File: config.mk
export PLATFORM = sky130hd
export DESIGN_NAME = noc_local_ni
export DESIGN_NICKNAME = d
export VERILOG_FILES = /design/src/rtl/noc_pkg.sv /design/src/rtl/noc_fifo.sv /design/src/rtl/noc_local_ni.sv
export SDC_FILE = /design/constraint.sdc
export NUM_CORES = 1
export LEC_CHECK = 0
export ABC_AREA = 1
export CORE_ASPECT_RATIO = 0.9
export CORE_MARGIN = 2
export CORE_UTILIZATION = 31
export DETAILED_ROUTE_END_ITERATION = 8
export HOLD_SLACK_MARGIN = 0.03
export PLACE_DENSITY = 0.56
export SYNTH_ARGS = -nofsm -noshare
export SYNTH_HDL_FRONTEND = slang
export SYNTH_SLANG_ARGS = --single-unit
File: constraint.sdc
create_clock -name clk -period 5 [get_ports clk]
set_input_delay 1 -clock clk [delete_from_list [all_inputs] [get_ports clk]]
set_output_delay 1 -clock clk [all_outputs]
set_load 0.02 [all_outputs]
File: src/rtl/noc_pkg.sv
// Shared NoC types and default sizing constants for the local network interface.
package noc_pkg;

  localparam int unsigned FLIT_W       = 16;
  localparam int unsigned TX_DEPTH_DEF = 4;
  localparam int unsigned RX_DEPTH_DEF = 4;
  localparam int unsigned CREDITS_DEF  = 4;

  typedef logic [FLIT_W-1:0] flit_t;

endpackage

File: src/rtl/noc_fifo.sv
// Synchronous flit FIFO with async active-low reset; a push while full is
// accepted only when a pop frees a slot in the same cycle.
module noc_fifo
  import noc_pkg::*;
#(
  parameter int unsigned DEPTH = TX_DEPTH_DEF
) (
  input  logic  clk,
  input  logic  rst,
  input  logic  push,
  input  logic  pop,
  input  flit_t din,
  output flit_t dout,
  output logic  full,
  output logic  empty
);

  localparam int unsigned AW = $clog2(DEPTH);

  logic [AW:0] wr_ptr;
  logic [AW:0] rd_ptr;
  flit_t       mem [DEPTH];
  logic        do_push;
  logic        do_pop;

  // Extra pointer bit distinguishes full from empty when the indices match.
  assign empty   = (wr_ptr == rd_ptr);
  assign full    = (wr_ptr[AW] != rd_ptr[AW]) && (wr_ptr[AW-1:0] == rd_ptr[AW-1:0]);
  assign do_pop  = pop && !empty;
  assign do_push = push && (!full || do_pop);
  assign dout    = empty ? '0 : mem[rd_ptr[AW-1:0]];

  always_ff @(posedge clk or negedge rst) begin
    if (!rst) begin
      wr_ptr <= '0;
      rd_ptr <= '0;
    end else begin
      if (do_push) wr_ptr <= wr_ptr + (AW+1)'(1);
      if (do_pop)  rd_ptr <= rd_ptr + (AW+1)'(1);
    end
  end

  always_ff @(posedge clk) begin
    if (do_push) mem[wr_ptr[AW-1:0]] <= din;
  end

endmodule

File: src/rtl/noc_local_ni.sv
// Local network interface: credit-based TX injection and RX ejection FIFOs.
// Optional sticky protocol-error flag enabled by `define NOC_NI_ERR_EN.
module noc_local_ni
  import noc_pkg::*;
#(
  parameter int unsigned TX_DEPTH = TX_DEPTH_DEF,
  parameter int unsigned RX_DEPTH = RX_DEPTH_DEF,
  parameter int unsigned CREDITS  = CREDITS_DEF
) (
  input  logic  clk,
  input  logic  rst,
  input  flit_t core_tx_flit,
  input  logic  core_tx_valid,
  output logic  core_tx_ready,
  output flit_t flit_o,
  output logic  valid_o,
  input  logic  incr_i,
  input  flit_t flit_i,
  input  logic  valid_i,
  output logic  incr_o,
  output flit_t core_rx_flit,
  output logic  core_rx_valid,
  input  logic  core_rx_ready
`ifdef NOC_NI_ERR_EN
  ,
  output logic  err
`endif
);

  localparam int unsigned   CW       = $clog2(CREDITS + 1);
  localparam logic [CW-1:0] CRED_MAX = CW'(CREDITS);

  logic          tx_full;
  logic          tx_empty;
  logic          rx_full;
  logic          rx_empty;
  logic          send;
  logic          rx_pop;
  flit_t         tx_head;
  logic [CW-1:0] credit;

  assign core_tx_ready = !tx_full;
  assign send          = !tx_empty && (credit != '0);
  assign core_rx_valid = !rx_empty;
  assign rx_pop        = core_rx_valid && core_rx_ready;

  noc_fifo #(.DEPTH(TX_DEPTH)) u_tx_fifo (
    .clk   (clk),
    .rst   (rst),
    .push  (core_tx_valid && core_tx_ready),
    .pop   (send),
    .din   (core_tx_flit),
    .dout  (tx_head),
    .full  (tx_full),
    .empty (tx_empty)
  );

  noc_fifo #(.DEPTH(RX_DEPTH)) u_rx_fifo (
    .clk   (clk),
    .rst   (rst),
    .push  (valid_i),
    .pop   (rx_pop),
    .din   (flit_i),
    .dout  (core_rx_flit),
    .full  (rx_full),
    .empty (rx_empty)
  );

  always_ff @(posedge clk or negedge rst) begin
    if (!rst) begin
      valid_o <= 1'b0;
      flit_o  <= '0;
      incr_o  <= 1'b0;
      credit  <= CRED_MAX;
    end else begin
      valid_o <= send;
      if (send) flit_o <= tx_head;
      incr_o  <= rx_pop;
      // Simultaneous send and return cancel; a return at full credit is ignored.
      unique case ({send, incr_i})
        2'b10:   credit <= credit - CW'(1);
        2'b01:   if (credit != CRED_MAX) credit <= credit + CW'(1);
        default: credit <= credit;
      endcase
    end
  end

`ifdef NOC_NI_ERR_EN
  logic incr_lost;
  logic rx_drop;

  assign incr_lost = incr_i && !send && (credit == CRED_MAX);
  assign rx_drop   = valid_i && rx_full && !rx_pop;

  always_ff @(posedge clk or negedge rst) begin
    if (!rst)                        err <= 1'b0;
    else if (incr_lost || rx_drop)   err <= 1'b1;
  end
`endif

endmodule

Word level (Yosys, flattened, before mapping)
Memory sizes are Yosys's and may differ from the RTL's. A register that Yosys moved wholly into a read port is not among the register bits. Index checks and enable logic that the tools add are counted.

Add/subtract/negate cells: 6. Multiply operators: 0. Div/mod/pow operators: 0. Magnitude comparators: 0. Eq/ne operators: 10. Shift operators: 0. Mux-type cells: 7. Bitwise operators: 0. Reduce and logical (&&, ||, !) cells: 19.

Operators with widths (number): $mux W16 (1); $add A3 B1 Y3 const B (5); $logic_and A1 B1 Y1 (9); $eq A3 B3 Y1 (2); $pmux W3 S2 (1); $logic_not A1 Y1 (5); $eq A2 B2 Y1 (2); $mux W1 (4); $mux W3 (1); $ne A3 B3 Y1 const B (1); $reduce_bool A3 Y1 (1); $sub A3 B1 Y3 const B (1); $eq A2 B1 Y1 const B (1); $eq A2 B2 Y1 const B (1); $logic_or A1 B1 Y1 (2); $ne A1 B1 Y1 (2); $ne A2 B2 Y1 const B (1); $reduce_and A2 Y1 (1); $reduce_bool A2 Y1 (1).

Register bits: 17. Bits in latches: 0. Bits in writable memories: 128. Bits in read-only memories: 0. Input bits: 38. Output and inout port bits: 36. Logic and storage cells: 51. Memories: 2.

Memories: u_rx_fifo.mem (words 4, bits a word 16, read ports 1, clocked after memory_dff 0, write ports 1, RTL line noc_fifo.sv:22) `flit_t mem [DEPTH];`; u_tx_fifo.mem (words 4, bits a word 16, read ports 1, clocked after memory_dff 1, write ports 1, RTL line noc_fifo.sv:22).

Depth between registers and ports, before layout
Gate-level depths: netlist of run 1.

Depth after elaboration: 8. Depth in mapped cells: 15. Mapped depth without buffers: 14.

Cells and area by module
A second synthesis of run 1 with hierarchy kept.

Cell total of the unflattened synthesis: 630. Area total of the unflattened synthesis: 6971.7 µm².

By module, submodules not included: noc_fifo (instances 2, cells each 265, area an instance 3037.9 µm², sequential area each 2072.0 µm²); noc_local_ni (instances 1, cells each 100, area an instance 895.9 µm², sequential area each 526.8 µm²).

Worst setup path after synthesis of run 1
No wires, ideal clock.

Path type: input-to-reg. From: in core_rx_ready. To: mem u_rx_fifo.mem[0][0] in the netlist's numbering (enable). Library setup time: 0.389 ns. Data arrival time: 1.915 ns. Data required time: 4.611 ns. Slack: 2.696 ns. Cell stages on the path: 4. Path through: nor2_1 -> nand2_1 -> nand2_4 -> nor2_1.

Word-level cells in the longest chain between the ends: 6.

RTL lines: start: declaration (RTL line noc_local_ni.sv:23) `input logic core_rx_ready`; $logic_and A1 B1 Y1 (RTL line noc_local_ni.sv:45) `assign rx_pop = core_rx_valid && core_rx_ready;`; $logic_and A1 B1 Y1 (RTL line noc_fifo.sv:29) `assign do_pop = pop && !empty;`; $logic_or A1 B1 Y1 (RTL line noc_fifo.sv:30) `assign do_push = push && (!full || do_pop);`; $logic_and A1 B1 Y1 (RTL line noc_fifo.sv:30); $mux W1 (RTL line noc_fifo.sv:44) `if (do_push) mem[wr_ptr[AW-1:0]] <= din;`; $mux W1 (not written as such) (RTL line noc_fifo.sv:44); end: declaration (RTL line noc_fifo.sv:22).

No other way between the ends.

Worst setup path after layout of run 1
From: reg u_rx_fifo.rd_ptr[1]. To: out core_rx_flit[11].

Word-level cells in the longest chain between the ends: 2. Elaborated cells on any way between the ends: 3. Those cells by class: eq/ne: 1; mux: 1; memory: 1.

RTL lines: start: declaration (RTL line noc_fifo.sv:21) `logic [AW:0] rd_ptr;`; start signal: assignment (RTL line noc_fifo.sv:39) `if (do_pop) rd_ptr <= rd_ptr + (AW+1)'(1);`; $mem_v2 Z4 W16 or $eq A3 B3 Y1 (tied branches); $mux W16 (*) (RTL line noc_fifo.sv:31) `assign dout = empty ? '0 : mem[rd_ptr[AW-1:0]];`; end: declaration (RTL line noc_local_ni.sv:21) `output flit_t core_rx_flit,`.

Every way passes the cells marked *; elsewhere a longest branch is shown, timed or not.

==> results of run 1 <==
[critical path, cell delays in order (launching register included)]
cell and delay, ns:
dfrtp_1 0.77, inv_2 0.31, nand2_1 0.15, a21oi_2 0.08
nand2_4 0.19, nand2_1 0.09, inv_1 0.06, clkdlybuf4s50_1 0.60
[per-layer routing]
layer / track usage / up-vias
met2: 0.211 / 102
met4: 0.0444 / 0
met3: 0.0342 / 19
met1: 0.165 / 1907
met5: 0 / -
li1: - / 1963
[cell type report]
| cell class | instances | area, um^2 | share of cell area |
|---|---|---|---|
| clock buffers | 19 | 453 | 0.0559 |
| clock inverters | 13 | 131 | 0.0162 |
| inverters | 43 | 174 | 0.0215 |
| multi-input cells | 300 | 1570 | 0.194 |
| flip-flops and latches | 161 | 4670 | 0.577 |
| well taps | 286 | 358 | 0.0442 |
| repair buffers | 75 | 741 | 0.0915 |
[sequential cells by signal, summed over array words and instances (netlist names)]
| signal | cells |
|---|---|
| u_rx_fifo.mem | 64 |
| u_tx_fifo.mem | 64 |
| flit_o | 16 |
| credit | 3 |
| u_rx_fifo.rd_ptr | 3 |
| u_rx_fifo.wr_ptr | 3 |
| u_tx_fifo.rd_ptr | 3 |
| u_tx_fifo.wr_ptr | 3 |
| incr_o | 1 |
| valid_o | 1 |
[cells in the mapped netlist, types with 4 or more instances]
cell type	n
nand3_1	4
nand2_2	6
inv_1	38
nor2_1	121
buf_6	4
nand2_4	6
nand2_1	34
buf_2	7
xor2_1	10
o22ai_1	16
edfxtp_1	128
dfrtp_1	32
o21ai_1	5
ha_1	10
o21ai_0	62
clkbuf_1	11
a31oi_1	16
[through the flow]
stage / instances / setup slack, ns / hold WS (ns)
CTS: 897 / 1.27 / 0.488
floorplan: 527 / 2.70 / 0.461
global placement: 865 / 1.80 / 0.473
finish: 897 / 1.31 / 0.485
global route: 897 / 1.10 / 0.525
detailed placement: 865 / 1.73 / 0.475
[cell families after synthesis]
kind of cell | count (synthesis)
compound gates | 102
xor+xnor | 11
fa+ha+maj | 11
buf+inv | 66
flops | 161
simple gates | 176
[path summary, 6_finish.rpt]
| check | startpoint | endpoint | slack [ns] | cells after the start |
|---|---|---|---|---|
| setup reg to reg | u_tx_fifo.rd_ptr[1] | u_tx_fifo.mem[3][8] | 2.11 | 6 |
| min in group asynchronous | rst | flit_o[5] | 0.69 | 1 |
| setup / recovery | u_rx_fifo.rd_ptr[1] | core_rx_flit[11] | 1.31 | 7 |
| hold reg to reg | u_rx_fifo.wr_ptr[2] | u_rx_fifo.wr_ptr[2] | 0.49 | 1 |
| max in group asynchronous | rst | credit[0] | 3.73 | 1 |
| hold / removal | u_rx_fifo.wr_ptr[2] | u_rx_fifo.wr_ptr[2] | 0.49 | 1 |
[power by group through the flow]
stage / registers (mW) / clock network (mW) / logic, mW
2_1_floorplan: 2.07 / 0 / 1.40
3_3_place_gp: 2.07 / 0 / 2.14
3_5_place_dp: 2.09 / 0 / 2.18
4_1_cts: 2.06 / 1.29 / 2.19
5_1_grt: 2.10 / 1.35 / 2.41
6_report: 2.06 / 1.26 / 2.14
==> impl_metrics.csv, run 1 <==
group,metric,value,unit
pwr,p_seq_frac,0.376,
pwr,clockPowerShare,0.231,
global_routing,grt_pass1_wl,21.5,mm
pwr,total_power,5.46,mW
route,drc,0,
route,post_drt_wl_per_cell,15.1,um
timing,rsz0062_at_grt,"false",
timing,finClkSkew,0.0133,ns
die,core-area,20700,um^2
timing,period_needed,3.69,ns
die,initial_utilization,0.315,
clocking,cts_hold_buf,0,
route,wl_met2,6.57,mm
synth,seq_area_frac_synth,0.716,
final_layout,fill_cells,1967,
place,dpl-instance-area,7510,um^2
synth,synth_xor_area_frac,0.0148,
final_layout,finalInstanceArea,8100,um^2
die,io_pins,74,
pwr,p_sw_frac,0.387,
place,dp_hpwl,8.11,mm
timing,maxSlewViolCount,0,
final_layout,layout.nets,647,
timing,finalCritPeriodShare,0.738,
pwr,irDropWorstVdd,0.326,mV
synth,synth_top_area_share,0.589,
synth,synthArstFlopShare,0.205,
route,route.vias.total,3991,
route,drtPass1Iterations,5,
synth,yosys.area.top_type,"edfxtp_1",
clocking,htree_levels,4,
clocking,clock_path_buffers,2,
global_routing,grt_max_degree,38,
clocking,cts-root-buf,"clkbuf_16",
pwr,combPwrFrac,0.393,
synth,synth_nets,576,
route,wl_met1,6.19,mm
clocking,cts.clk_slew.worst_paths,0.06,ns
synth,ys_types,31,
global_routing,antenna_found_initial,0,
pwr,switching_power,2.11,mW
pwr,intPower,3.35,mW
clocking,clock-sinks,161,
route,initialDrtViolationCount,277,
timing,tns,0,ns
timing,max_freq,271,MHz
pwr,leakage,3.01,nW
place,io_buffers,73,
die,fp.dieH,142,um
final_layout,final_cell_mix,"edfxtp_1 (128), nor2_1 (115), clkdlybuf4s50_1 (72)",
timing,slew-limit-headroom,0.216,
clocking,post-cts-setup-buffers,0,
route,wl,13.6,mm
route,ant_nets,0,
clocking,cts_buffers,17,
clocking,clk_latency,0.43,ns
worst_setup_path,critPathMaxFanout,19,
synth,synth_compound_area_frac,0.0849,
synth,synth-seq-cells,161,
route,vias_per_cell,4.45,
final_layout,antenna_cells,0,
final_layout,drive_gt1_frac,0.105,
worst_setup_path,critPathKind,"flop to output pin",
route,top_layer_used,"met4",
outcome,status,"complete, no violations",
hold_path,hp-class,"flop to flop",
synth,ys_warn_count,0,
synth,synth.area.top_cells,"edfxtp_1 (59%), dfrtp_1 (12%), nor2_1 (7.0%), o21ai_0 (4.8%), inv_1 (2.2%)",
worst_setup_path,required,4.00,ns
synth,muxShareOfSynthArea,0,
synth,synth_top_family_by_area,"simple AND/OR/NAND/NOR gates",
worst_setup_path,critPathCaptureType,"output pin",
clocking,cts_tree,"done",
synth,yosys.area_share.adder,0.0222,
global_routing,grt_pass1_vias,4030,
route,dr_wl_met3,617,um
die,die_w,157,um
place,gp_congestion,0.710,
synth,syn_area,6530,um^2
final_layout,area_growth,24.0,%
synth,synth_ff_type,"edfxtp_1",
global_routing,grt_usage,0.128,
die,dieArea,22200,um^2
worst_setup_path,cp-start-kind,"flop",
synth,syn_area_per_cell,12.4,um^2
pwr,cellPowerDensity,675,nW/um^2
synth,syn_inst,527,
synth,synth_edf_count,128,
final_layout,final_util,0.391,
synth,synth-simple-area-share,0.116,
timing,finalHoldViolCount,0,
global_routing,grt-ovfl-total,0,
timing,worstMarginPinSlew,1.17,ns
clocking,cts_resized,0,
timing,setup_viol,0,
run,drv_cap,0,
worst_setup_path,arrival,2.69,ns
die,rows,50,
final_layout,final_common_cell,"edfxtp_1",
(Power assumes the default switching activity.)
==> run 2: changes to the inputs <==
==> constraint.sdc (replaced) <==
create_clock -name clk -period 3.4 [get_ports clk]
set_input_delay 0.68 -clock clk [delete_from_list [all_inputs] [get_ports clk]]
set_output_delay 0.68 -clock clk [all_outputs]
set_load 0.02 [all_outputs]
==> impl_metrics.csv, run 2 (synthesized netlist as in run 1, its figures left out) <==
group,metric,value,unit
outcome,status,"complete, no violations",
timing,finalCritPeriodShare,0.933,
final_layout,area_growth,25.1,%
worst_setup_path,worstPathCellList,"inv_1 > buf_4 > o21ai_0 > o22ai_1 > nand2_1 > inv_1 > clkdlybuf4s50_1",
clocking,cts_buffers,17,
worst_setup_path,critPathKind,"flop to output pin",
route,route.vias.total,4034,
clocking,htree_levels,4,
final_layout,finalInstanceArea,8160,um^2
worst_setup_path,reg2reg_depth,14,
clocking,cts-root-buf,"clkbuf_16",
run,drv_cap,0,
place,gp_congestion,0.724,
worst_setup_path,cpMaxStageDelayCell,"clkdlybuf4s50_1",
place,io_buffers,73,
timing,finalHoldViolCount,0,
timing,setup_viol,0,
final_layout,layout.nets,658,
route,post_drt_wl_per_cell,15.1,um
global_routing,grt-ovfl-total,0,
pwr,combPwrFrac,0.405,
timing,slew-limit-headroom,0.427,
worst_setup_path,cpMostUsedCell,"inv_1",
worst_setup_path,arrival,2.49,ns
pwr,irDropWorstVdd,0.466,mV
clocking,cts_tree,"done",
die,core-area,20700,um^2
pwr,p_sw_frac,0.389,
clocking,cts.clk_slew.worst_paths,0.07,ns
die,dieArea,22200,um^2
pwr,switching_power,3.15,mW
worst_setup_path,path_depth,7,
timing,maxSlewViolCount,0,
route,ant_nets,0,
global_routing,grt_max_degree,38,
pwr,clockPowerShare,0.230,
pwr,total_power,8.10,mW
place,placed_cells,876,
final_layout,final_cells,908,
pwr,p_seq_frac,0.366,
route,wl,13.7,mm
global_routing,grt_usage,0.132,
clocking,clock_path_buffers,2,
place,dpl-instance-area,7580,um^2
die,die_w,157,um
pwr,leakage,3.06,nW
final_layout,final_util,0.394,
worst_setup_path,critPathTopFamily,"buffers and inverters",
route,drc,0,
hold_path,hp-class,"primary input to async pin",
timing,tns,0,ns
clocking,cts_resized,0,
die,io_pins,74,
global_routing,grt_pass1_wl,22.1,mm
place,place_ws,0.652,ns
worst_setup_path,critPathMaxFanout,14,
final_layout,antenna_cells,0,
timing,hold_slack,0.350,ns
route,initialDrtViolationCount,276,
final_layout,final_common_cell,"edfxtp_1",
pwr,intPower,4.95,mW
route,drtPass1Iterations,4,
clocking,post-cts-setup-buffers,0,
worst_setup_path,timing.critical_path.buf_inv,4,
global_routing,antenna_found_initial,0,
final_layout,final_cell_mix,"edfxtp_1 (128), nor2_1 (121), clkdlybuf4s50_1 (72)",
pwr,cellPowerDensity,992,nW/um^2
worst_setup_path,cpPeakStageDelay,0.61,ns
die,rows,50,
timing,max_freq,315,MHz
final_layout,drive_gt1_frac,0.111,
final_layout,fill_cells,1947,
die,fp.dieH,142,um
place,dp_hpwl,8.35,mm
route,vias_per_cell,4.44,
timing,rsz0062_at_grt,"false",
clocking,clock-sinks,161,
worst_setup_path,cp-start-kind,"flop",
timing,setup_ws,0.228,ns
clocking,cts_hold_buf,0,
worst_setup_path,required,2.72,ns
timing,worstMarginPinSlew,0.859,ns
global_routing,grt_pass1_vias,4128,
die,initial_utilization,0.315,
worst_setup_path,critPathCaptureType,"output pin",
clocking,clk_latency,0.43,ns
timing,finClkSkew,0.0101,ns
timing,period_needed,3.17,ns
## run 2: cell count changes in the layout (fill, tap and decap cells not counted), sizes merged
| cell | before | now |
|---|---|---|
| buf | 3 | 14 |
| inv | 54 | 53 |
| clkbuf | 19 | 17 |
| clkinvlp | 0 | 1 |
| clkinv | 2 | 4 |
## run 2: worst reg2reg max path, stage by stage (launching register included)
cell	delay, ns
dfrtp_1	0.39
buf_4	0.38
nand2_1	0.12
nand2_2	0.12
nand3_4	0.08
nand2_4	0.11
nand2_1	0.10
fa_1	0.39
inv_1	0.07
nand2_1	0.05
nand2_1	0.09
nand2_1	0.05
nand2_1	0.05
nand2_1	0.05
inv_1	0.05
## run 2: area by class of cell
type                            instances  area, um^2  share of cell area
Clock inverter                         15         159              0.0195
Timing Repair Buffer                   86         823               0.101
Multi-Input combinational cell        300        1550               0.190
Tap cell                              286         358              0.0438
Inverter                               43         174              0.0213
Clock buffer                           17         425              0.0521
Sequential cell                       161        4670               0.572
## run 2: metal layers
metal  wire length, um  track usage  vias up
met1              6210        0.164     1939
met4               123       0.0449        0
met5                 0            0        -
met3               721       0.0425       11
li1                  -            -     1990
met2              6680        0.219       94
## run 2: final timing paths
kind | from | end | slack [ns]
max in group asynchronous | rst | u_rx_fifo.wr_ptr[1] | 2.48
worst min-delay path | rst | flit_o[5] | 0.35
worst max register to register | u_tx_fifo.rd_ptr[0] | credit[2] | 1.27
worst max-delay path | u_rx_fifo.rd_ptr[0] | core_rx_flit[15] | 0.23
min in group clk | u_rx_fifo.wr_ptr[2] | u_rx_fifo.wr_ptr[2] | 0.49
worst min register to register | u_rx_fifo.wr_ptr[2] | u_rx_fifo.wr_ptr[2] | 0.49
## run 2: power by group through the flow
stage	clock (mW)	combinational [mW]	sequential, mW
final	1.86	3.28	2.96
after detailed placement	0	3.32	3.01
after global routing	1.99	3.67	3.02
after CTS	1.91	3.34	2.97
after floorplan	0	2.05	3.04
after global placement	0	3.26	3.00
==> run 3: changes to the inputs <==
--- a/config.mk
+++ b/config.mk
@@ -6,6 +6,7 @@
 export NUM_CORES = 1
 export LEC_CHECK = 0
 export ABC_AREA = 1
+export ABC_CLOCK_PERIOD_IN_PS = 3400
 export CORE_ASPECT_RATIO = 0.9
 export CORE_MARGIN = 2
 export CORE_UTILIZATION = 31
==> results of run 3 <==
The final DEF is identical to that of run 2; final timing and power are the same.
==> patch: new RTL, flow settings as in run 2 <==
Set the package constant `TX_DEPTH_DEF` to 8 (it was 4).
--- a/src/rtl/noc_pkg.sv
+++ b/src/rtl/noc_pkg.sv
@@ -2,7 +2,7 @@
 package noc_pkg;
 
   localparam int unsigned FLIT_W       = 16;
-  localparam int unsigned TX_DEPTH_DEF = 4;
+  localparam int unsigned TX_DEPTH_DEF = 8;
   localparam int unsigned RX_DEPTH_DEF = 4;
   localparam int unsigned CREDITS_DEF  = 4;
 
Check against the original RTL: not equivalent (Yosys sat finds a counterexample within 10 cycles, from zero or initial values and one cycle with rst low).
==> patch against run 2 <==
Combinational power grew 24%; wire length increased by 46%; total power increased by 32%; non-clock buffer count grew 14; design area grew 35%; sequential cell count increased by 66; area after synthesis up 38%; worst setup slack worse by 0.039 ns; fmax down 1.2%; global-route usage shrank 0.32 points; sequential power rose by 36%; largest cell class unchanged; largest power group unchanged.
==> patch: results (changes against run 2) <==
- Worst Tran Pin Value: 0.661 ns (was 0.859 ns)
- Leakage: 3.93 nW (was 3.06 nW)
- Htree depth: 1 (was 4)
- R2r startpoint: u_tx_fifo.rd_ptr[2]$_DFFE_PN0P_ (was u_tx_fifo.rd_ptr[0]$_DFFE_PN0P_)
- GRT Total Usage: 12.9% (was 13.2%)
- CTS Buf Count: 24 (was 17)
- Filler instances: 2751 (was 1947)
- Initial drt markers: 405 (was 276)
- Worst clock skew: 0.0185 ns (was 0.0101 ns)
- EDFF count, synth: 192 (was 128)
- Compound-Gate Fraction of Synth Area: 10.7% (was 8.49%)
- Synth Area in XOR/XNOR: 1.17% (was 1.48%)
- First-pass GRT wire length: 30.6 mm (was 22.1 mm)
- Vias in the first global route: 5330 (was 4128)
- Sequential fraction of the synthesis area: 73.8% (was 71.6%)
- Outcome: completed (unchanged)
- Most frequent cells after synthesis: edfxtp_1 (192), nor2_1 (127), o21ai_0 (121) (was edfxtp_1 (128), nor2_1 (121), o21ai_0 (62))
- Wire per inst: 16.9 um (was 15.1 um)
- Cells on worst reg2reg path: 12 (was 14)
- Final layout net count: 848 (was 658)
- Share of cells above drive strength 1: 10.0% (was 11.1%)
- Vias per cell: 4.75 (was 4.44)
- Crit Path Max Fanout: 23 (was 14)
- TritonRoute pass-1 iters: 5 (was 4)
- Synth top area cells: edfxtp_1 (64%), dfrtp_1 (9.5%), o21ai_0 (6.7%), nor2_1 (5.3%), o22ai_1 (3.3%) (was edfxtp_1 (59%), dfrtp_1 (12%), nor2_1 (7.0%), o21ai_0 (4.8%), inv_1 (2.2%))
## patch: power by group
part | switching, mW | internal (mW)
combinational | 2.57 | 1.50
sequential | 0.340 | 3.69
clock | 1.06 | 1.55
## patch: layout make-up
class                           count  area [um2]  share of cell area [%]
Clock buffer                       33         674                    6.12
Clock inverter                     11         130                    1.18
Inverter                           36         138                    1.25
Multi-Input combinational cell    413        2050                    18.6
Sequential cell                   227        6640                    60.3
Tap cell                          366         458                    4.16
Timing Repair Buffer              100         928                    8.43
## patch: cell families (layout without fill, tap and decap cells)
logic type                 count (synthesis)  after routing
AOI/OAI and AO/OA                        180            180
xor gates and xnor gates                  12             12
adders and majority gates                  8              8
buffers and inverters                     73            180
DFF                                      227            227
and+or+nand+nor                          213            213
## patch: stage by stage
stage	setup slack, ns	cell area (um2)	std cells	util (%)	hold slack [ns]
after floorplan	0.608	9000	713	-	0.384
after global placement	0.709	10200	1142	35.5	0.469
after detailed placement	0.598	10200	1142	35.5	0.472
after CTS	0.0530	11000	1186	38.3	0.0873
after global routing	0.0637	11000	1186	38.4	0.101
final	0.189	11000	1186	38.4	0.0966
## patch: worst max-delay path, cell delays in order (launching register included)
cell,delay [ns]
dfrtp_1,0.60
buf_4,0.34
o21ai_0,0.13
o22ai_1,0.22
nand2_1,0.08
inv_1,0.06
clkdlybuf4s50_1,0.59
## patch: routing by layer
metal  GRT usage, %  share of wire (%)  vias to the layer above
li1               -                  -                     2726
met1           17.7                 46                     2730
met2           21.4                 47                      146
met3           2.04                4.9                       33
met4           3.34                2.0                        0
met5              0                  0                        -
